$ cat src/rtl/pst_pkg.sv
// Shared symbol definitions for the serial link (transmitter and receiver side).
package pst_pkg;

    localparam int SYM_W = 8;
    localparam int CNT_W = $clog2(SYM_W);

    localparam logic [SYM_W-1:0] COM_SYM_DEF  = 8'hBC;
    localparam logic [SYM_W-1:0] IDLE_SYM_DEF = 8'h7C;

    typedef enum logic {
        INIT,
        ACTIVE
    } pst_state_e;

endpackage

$ cat src/rtl/pst_if.sv
// Byte-wide valid/ready port feeding the serial transmitter.
interface pst_if;
    import pst_pkg::*;

    logic [SYM_W-1:0] data_in;
    logic             valid_in;
    logic             ready_out;

    modport master (output data_in, output valid_in, input ready_out);
    modport slave  (input data_in, input valid_in, output ready_out);

endinterface

$ cat src/rtl/pst_shift_reg.sv
// MSB-first symbol shifter: reloads every SYM_W clocks, shifts left otherwise.
module pst_shift_reg
    import pst_pkg::*;
(
    input  logic             clk_i,
    input  logic             rst_i,
    input  logic [SYM_W-1:0] sym_i,
    output logic             load_o,
    output logic             data_o,
    output logic             byte_start_o
);

    localparam logic [CNT_W-1:0] LAST_BIT = CNT_W'(SYM_W - 1);

    logic [SYM_W-1:0] shreg_q, shreg_d;
    logic [CNT_W-1:0] bit_cnt_q, bit_cnt_d;

    assign load_o = (bit_cnt_q == LAST_BIT);

    always_comb begin
        shreg_d   = {shreg_q[SYM_W-2:0], 1'b0};
        bit_cnt_d = bit_cnt_q + 1'b1;
        if (load_o) begin
            shreg_d   = sym_i;
            bit_cnt_d = '0;
        end
    end

    // Counter parks on the last bit in reset so the first edge afterwards loads a symbol.
    always_ff @(posedge clk_i or posedge rst_i) begin
        if (rst_i) begin
            shreg_q   <= '0;
            bit_cnt_q <= LAST_BIT;
        end else begin
            shreg_q   <= shreg_d;
            bit_cnt_q <= bit_cnt_d;
        end
    end

    assign data_o       = shreg_q[SYM_W-1];
    assign byte_start_o = (bit_cnt_q == '0) && !rst_i;

endmodule

$ cat src/rtl/paralelo_serial_tx.sv
// Parallel-to-serial link transmitter: COM alignment burst, then data or IDLE fill.
// Optional build macro PST_BYTE_CNT_EN adds the tx_byte_count output.
module paralelo_serial_tx
    import pst_pkg::*;
#(
    parameter logic [SYM_W-1:0] COM_SYM   = COM_SYM_DEF,
    parameter logic [SYM_W-1:0] IDLE_SYM  = IDLE_SYM_DEF,
    parameter int               COM_COUNT = 4
) (
    input  logic    clk_32f,
    input  logic    reset,
    pst_if.slave    tx_if,
    output logic    data_out,
    output logic    byte_start,
    output logic    active_out,
    output logic    idle_out
`ifdef PST_BYTE_CNT_EN
    ,
    output logic [15:0] tx_byte_count
`endif
);

    localparam logic [3:0] COM_LAST = 4'(COM_COUNT - 1);

    pst_state_e       state_q, state_d;
    logic [3:0]       com_cnt_q, com_cnt_d;
    logic [SYM_W-1:0] buf_q, buf_d;
    logic             buf_full_q, buf_full_d;
    logic             idle_q, idle_d;
    logic             active_q, active_d;
    logic [SYM_W-1:0] sym_d;
    logic             load;
    logic             accept;

    assign tx_if.ready_out = !buf_full_q;
    assign accept          = tx_if.valid_in && !buf_full_q;

    pst_shift_reg u_shift (
        .clk_i        (clk_32f),
        .rst_i        (reset),
        .sym_i        (sym_d),
        .load_o       (load),
        .data_o       (data_out),
        .byte_start_o (byte_start)
    );

    // Accept and drain are exclusive: one needs an empty buffer, the other a full one.
    always_comb begin
        state_d    = state_q;
        com_cnt_d  = com_cnt_q;
        buf_d      = buf_q;
        buf_full_d = buf_full_q;
        idle_d     = idle_q;
        active_d   = active_q;
        sym_d      = COM_SYM;

        if (accept) begin
            buf_d      = tx_if.data_in;
            buf_full_d = 1'b1;
        end

        case (state_q)
            INIT: begin
                if (load) begin
                    if (com_cnt_q == COM_LAST) state_d = ACTIVE;
                    else                       com_cnt_d = com_cnt_q + 4'd1;
                end
            end
            ACTIVE: begin
                sym_d = buf_full_q ? buf_q : IDLE_SYM;
                if (load) begin
                    active_d = 1'b1;
                    if (buf_full_q) begin
                        buf_full_d = 1'b0;
                        idle_d     = 1'b0;
                    end else begin
                        idle_d     = 1'b1;
                    end
                end
            end
            default: state_d = INIT;
        endcase
    end

    always_ff @(posedge clk_32f or posedge reset) begin
        if (reset) begin
            state_q    <= INIT;
            com_cnt_q  <= '0;
            buf_q      <= '0;
            buf_full_q <= 1'b0;
            idle_q     <= 1'b0;
            active_q   <= 1'b0;
        end else begin
            state_q    <= state_d;
            com_cnt_q  <= com_cnt_d;
            buf_q      <= buf_d;
            buf_full_q <= buf_full_d;
            idle_q     <= idle_d;
            active_q   <= active_d;
        end
    end

    assign active_out = active_q;
    assign idle_out   = idle_q;

`ifdef PST_BYTE_CNT_EN
    logic [15:0] byte_cnt_q, byte_cnt_d;

    // Only bytes drained from the holding buffer count; wraps naturally at 16 bits.
    always_comb begin
        byte_cnt_d = byte_cnt_q;
        if (state_q == ACTIVE && load && buf_full_q) byte_cnt_d = byte_cnt_q + 16'd1;
    end

    always_ff @(posedge clk_32f or posedge reset) begin
        if (reset) byte_cnt_q <= '0;
        else       byte_cnt_q <= byte_cnt_d;
    end

    assign tx_byte_count = byte_cnt_q;
`endif

endmodule

$ cat src/flat_wrapper.sv
// flat-port wrapper written by rule: the top's interface ports become plain ports
module paralelo_serial_tx_flat import pst_pkg::*;
#(
    parameter logic [SYM_W-1:0] COM_SYM   = COM_SYM_DEF,
    parameter logic [SYM_W-1:0] IDLE_SYM  = IDLE_SYM_DEF,
    parameter int               COM_COUNT = 4
)
  (clk_32f, reset, data_out, byte_start, active_out, idle_out, tx_if_data_in, tx_if_valid_in, tx_if_ready_out);
  pst_if tx_if_i ();
  input  logic clk_32f;
  input  logic reset;
  output logic data_out;
  output logic byte_start;
  output logic active_out;
  output logic idle_out;
  input wire logic [$bits(tx_if_i.data_in)-1:0] tx_if_data_in;
  input wire logic [$bits(tx_if_i.valid_in)-1:0] tx_if_valid_in;
  output wire logic [$bits(tx_if_i.ready_out)-1:0] tx_if_ready_out;
  assign tx_if_i.data_in = tx_if_data_in;
  assign tx_if_i.valid_in = tx_if_valid_in;
  assign tx_if_ready_out = tx_if_i.ready_out;
  paralelo_serial_tx #(.COM_SYM(COM_SYM), .IDLE_SYM(IDLE_SYM), .COM_COUNT(COM_COUNT)) u_core (.clk_32f(clk_32f), .reset(reset), .tx_if(tx_if_i), .data_out(data_out), .byte_start(byte_start), .active_out(active_out), .idle_out(idle_out));
endmodule
$ cat config.mk
export PLATFORM = sky130hd
export DESIGN_NAME = paralelo_serial_tx_flat
export DESIGN_NICKNAME = d
export VERILOG_FILES = /design/src/rtl/pst_pkg.sv /design/src/rtl/pst_if.sv /design/src/rtl/pst_shift_reg.sv /design/src/rtl/paralelo_serial_tx.sv /design/src/flat_wrapper.sv
export SDC_FILE = /design/constraint.sdc
export NUM_CORES = 1
export LEC_CHECK = 0
export BUFFER_PORTS_ARGS = -buffer_cell sky130_fd_sc_hd__buf_2
export CORE_ASPECT_RATIO = 1.25
export CORE_MARGIN = 2
export CORE_UTILIZATION = 30
export DETAILED_ROUTE_END_ITERATION = 16
export GPL_ROUTABILITY_DRIVEN = 0
export HOLD_SLACK_MARGIN = 0.02
export PLACE_DENSITY = 0.51
export SYNTH_ARGS = -nofsm -noshare
export SYNTH_HDL_FRONTEND = slang
export SYNTH_SLANG_ARGS = --single-unit
$ cat constraint.sdc
create_clock -name clk_32f -period 3.6 [get_ports clk_32f]
set_input_delay 0.72 -clock clk_32f [delete_from_list [all_inputs] [get_ports clk_32f]]
set_output_delay 0.72 -clock clk_32f [all_outputs]
set_load 0.02 [all_outputs]
* Yosys cells after proc, flatten, opt, wreduce, memory -nomap -nowiden
Index checks and enable logic that the tools add are counted.
** Storage, ports and cells
- Register bits after elaboration :: 27
- Word-level logic and storage cells :: 33
- Output and inout port bits :: 5
** Cells by class
- Bitwise logic cells :: 2
- Muxes and demuxes :: 12
- Reduce and logical (&&, ||, !) cells :: 7
- Equal/unequal tests :: 2
- $add $sub $neg :: 2
** Operators by type and width (number)
- $mux 8 :: 3
- $mux 1 :: 8
- $add 4x1->4 const B :: 1
- $eq 4x2->1 const B :: 1
- $add 3x1->3 const B :: 1
- $eq 3x3->1 const B :: 1
- $logic_not 3->1 :: 1
- $mux 3 :: 1
- $reduce_and 3->1 :: 1
- $logic_and 1x1->1 :: 2
- $logic_not 1->1 :: 2
- $not 1->1 :: 2
- $reduce_and 2->1 :: 1

* Logic depth before layout (Yosys ltp)
- Depth after elaboration :: 6
- Mapped depth :: 6
- Gate-level depth less buffers :: 5

* Hierarchy
Synthesis repeated with hierarchy kept, for this count alone.
** Unflattened totals
- Cells, all modules :: 85
- Area total of the unflattened synthesis :: 1232.4 um2
** By module, submodules not included
- paralelo_serial_tx :: instances 1, cells an instance 55, area each 752.0 um2, sequential area each 400.4 um2
- pst_shift_reg :: instances 1, cells an instance 30, area each 480.5 um2, sequential area each 279.0 um2

* Worst setup path after synthesis
OpenSTA, ideal clock, no wires.
- Path kind :: input-to-output
- Start :: input port reset
- End :: output port byte_start
- Path buffers :: 0
- Stages :: 1
- Data required time :: 2.880 ns
- Arrival time :: 1.238 ns
- Slack :: 1.642 ns
- Cell sequence :: nor3b_1
** On the way
- Word-level cells in the longest chain between the ends :: 2
** Ends and longest elaborated chain
- start, declared :: RTL line flat_wrapper.sv:11 : input logic reset;
- $logic_not 1->1 (no source line)
- $logic_and 1x1->1 :: RTL line pst_shift_reg.sv:41 : assign byte_start_o = (bit_cnt_q == '0) && !rst_i;
- end, declared :: RTL line flat_wrapper.sv:13 : output logic byte_start;
Every way passes these cells.

* Worst setup path in the final report
- Start :: register u_core.u_shift.bit_cnt_q[0]
- End :: output port byte_start
** On the way
- Word-level cells in the longest chain between the ends :: 2
** Ends and longest elaborated chain
- start, declared :: RTL line pst_shift_reg.sv:16 : logic [CNT_W-1:0] bit_cnt_q, bit_cnt_d;
- start signal, assigned :: RTL line pst_shift_reg.sv:36 : bit_cnt_q <= bit_cnt_d;
- $logic_not 3->1 :: RTL line pst_shift_reg.sv:41
- $logic_and 1x1->1 :: RTL line pst_shift_reg.sv:41
Every way passes these cells.

==> run metrics <==
status=finished, final reports clean; Num CTS Buffers=3; final WL=1760 um; first-pass GRT wire length=roughly 3200 um; Yosys warning count=0; RSZ-0062 raised after global routing=no; htree depth=1; Via density=approximately 4.7; grt ovf=0; most frequent cells in the layout=24 x dfrtp_1, 15 x buf_2, 11 x nor2_1; Post-synth EDFFs=0; syn_nets=about 110; RR Endpoint=u_core.buf_full_q; Leak=between 0.5 and 0.6 nW; final hold vios=0; RR Startpoint=u_core.u_shift.bit_cnt_q[0]; Die Ht=72.8 um; Total GRT Usage=9.83%; storage element area=~680 um2; worst-case vdd ir drop=about 0.00018 V; largest net degree at the start of global routing=28; Post-Syn Area=0.00114 mm2; Setup TNS=0 ns; worst-skew pair later-pin latency=about 0.27 ns; ANT cells=0; vias in the first global route=706; Post-Place Worst Slack=1.61 ns; core area=0.00372 mm2; Hold EP=u_core.active_out; number of cells on the worst hold path=1; root buf cell=clkbuf_8; Post-CTS Repair Setup Buffers=0; Pwr Total=0.619 mW; Min Hold Slack=~0.47 ns; Setup crit end kind=output pin; wire length per cell=12.0 um; Syn Inst Count=91; TritonCTS clock tree=built; nets=124; clock-pin slew on the worst setup and hold paths=0.09 ns; ys async rst share=100%; crit path time final=between 2 and 2.5 ns; syn avg cell area=12.5 um2; Iteration-0 DRC Markers=26; I/O pins=16; Final Skew=0.00246 ns; library cells used by synthesis=28; Remaining DRCs=0; layout cells sized above 1=33.6%; cts hold-fix bufs=0; CP arrival=approximately 1.3 ns; die extent in x=59.0 um; Multi-input gate area=414 um2; reg-to-reg slack, setup=1.86 ns; FP Rows=25; Slew headroom=34.0%; register area share after synthesis=roughly 60%; Post-DRT Antenna Nets=0; WP data required=2.88 ns; CTS max path bufs=2; Worst R2R Path Depth=4; Max Cap Viol=0; CTS resizes=0; Synth Flop Type=dfrtp_1; worst setup margin=1.56 ns; Critical Path Source Type=flip-flop; drt pass-1 iters=4; clock sinks=27; die area=~0.0043 mm2; Initial Utilization=30.5%; Final setup violation count=0; count of buffers from port buffering=15; crit path max fanout=3; Peak Freq=approximately 490 MHz; critical path class=reg -> out; Fill cells=373; worst slew pin tran=0.989 ns; HP Class=reg -> reg; Via Count=684; hpwl dp=1290 um; Power Density=480 mW/mm2; initial antenna violation count=0; min-delay src=u_core.active_out; commonest non-fill, non-tap cell in the layout=dfrtp_1; Synth Register Bits=27; P&R area growth vs syn=13.5%; max-slew violations=0; final worst-path cycle share=56.6%
worst max-delay path, cell delays in order (launching register included):
cell,delay [ns]
dfstp_2,0.55
inv_1,0.04
ha_1,0.17
nor3b_1,0.13
buf_2,0.15
report_power, final:
part           internal (mW)  total [mW]  leakage, nW  switching (mW)
registers              0.350       0.368        0.307          0.0182
logic                 0.0376      0.0777        0.252          0.0401
clock network         0.0785       0.174       0.0217          0.0950
total                  0.466       0.619        0.580           0.153
through the flow:
step | cell area [um2] | instances | util (%)
global route | 1290 | 147 | 34.7
finish | 1290 | 147 | 34.7
detailed placement | 1240 | 143 | 33.3
CTS | 1290 | 147 | 34.7
floorplan | 1140 | 91 | -
global placement | 1240 | 143 | 33.3
worst max path at each step:
stage	from	slack, ns	end
2_1_floorplan	reset	1.64	byte_start
3_3_place_gp	tx_if_valid_in	1.65	u_core.buf_q[3]
3_5_place_dp	tx_if_valid_in	1.61	u_core.buf_q[5]
4_1_cts	u_core.u_shift.bit_cnt_q[0]	1.54	byte_start
5_1_grt	u_core.u_shift.bit_cnt_q[0]	1.50	byte_start
6_report	u_core.u_shift.bit_cnt_q[0]	1.56	byte_start
synthesized netlist by cell type, types with 2 or more instances:
cell type | instances | share of area, %
dfrtp_1 | 24 | 53
nor2_1 | 11 | 3.6
mux2_2 | 8 | 7.9
inv_1 | 6 | 2.0
nand2_1 | 6 | 2.0
ha_1 | 5 | 5.5
a21oi_1 | 4 | 1.8
dfstp_2 | 3 | 6.9
o21ai_0 | 3 | 1.3
nor2b_1 | 2 | 1.1
nor2b_4 | 2 | 2.4
state kept, by name (all words and copies together) (netlist names):
register and cells:
u_core.u_shift.bit_cnt_q 3, u_core.active_out 1, u_core.u_shift.shreg_q 8, u_core.idle_out 1
u_core.buf_q 8, u_core.com_cnt_q 4, u_core.state_q 1, u_core.buf_full_q 1
layout make-up:
type | instances | area share, %
sequential | 27 | 52.7
clock inverter | 1 | 0.582
clock buffer | 3 | 3.20
multi-input combinational | 55 | 32.1
inverter | 6 | 1.75
tap | 40 | 3.88
timing repair buffer | 15 | 5.82
per-layer routing:
layer	up-vias	GRT usage [%]	wire (um)
met5	-	0	0
met4	0	3.79	31
met3	5	2.13	46
met2	13	15.2	885
met1	336	13.4	796
li1	330	-	-
cell families after synthesis:
logic type / share of synthesized area [%]
and+or+nand+nor: 13.0
buffers and inverters: 3.74
muxes: 9.25
adders and majority gates: 5.51
DFF: 59.8
xor gates and xnor gates: 1.54
AOI/OAI and AO/OA: 7.16
No activity file was read; power rests on OpenSTA's default activity.
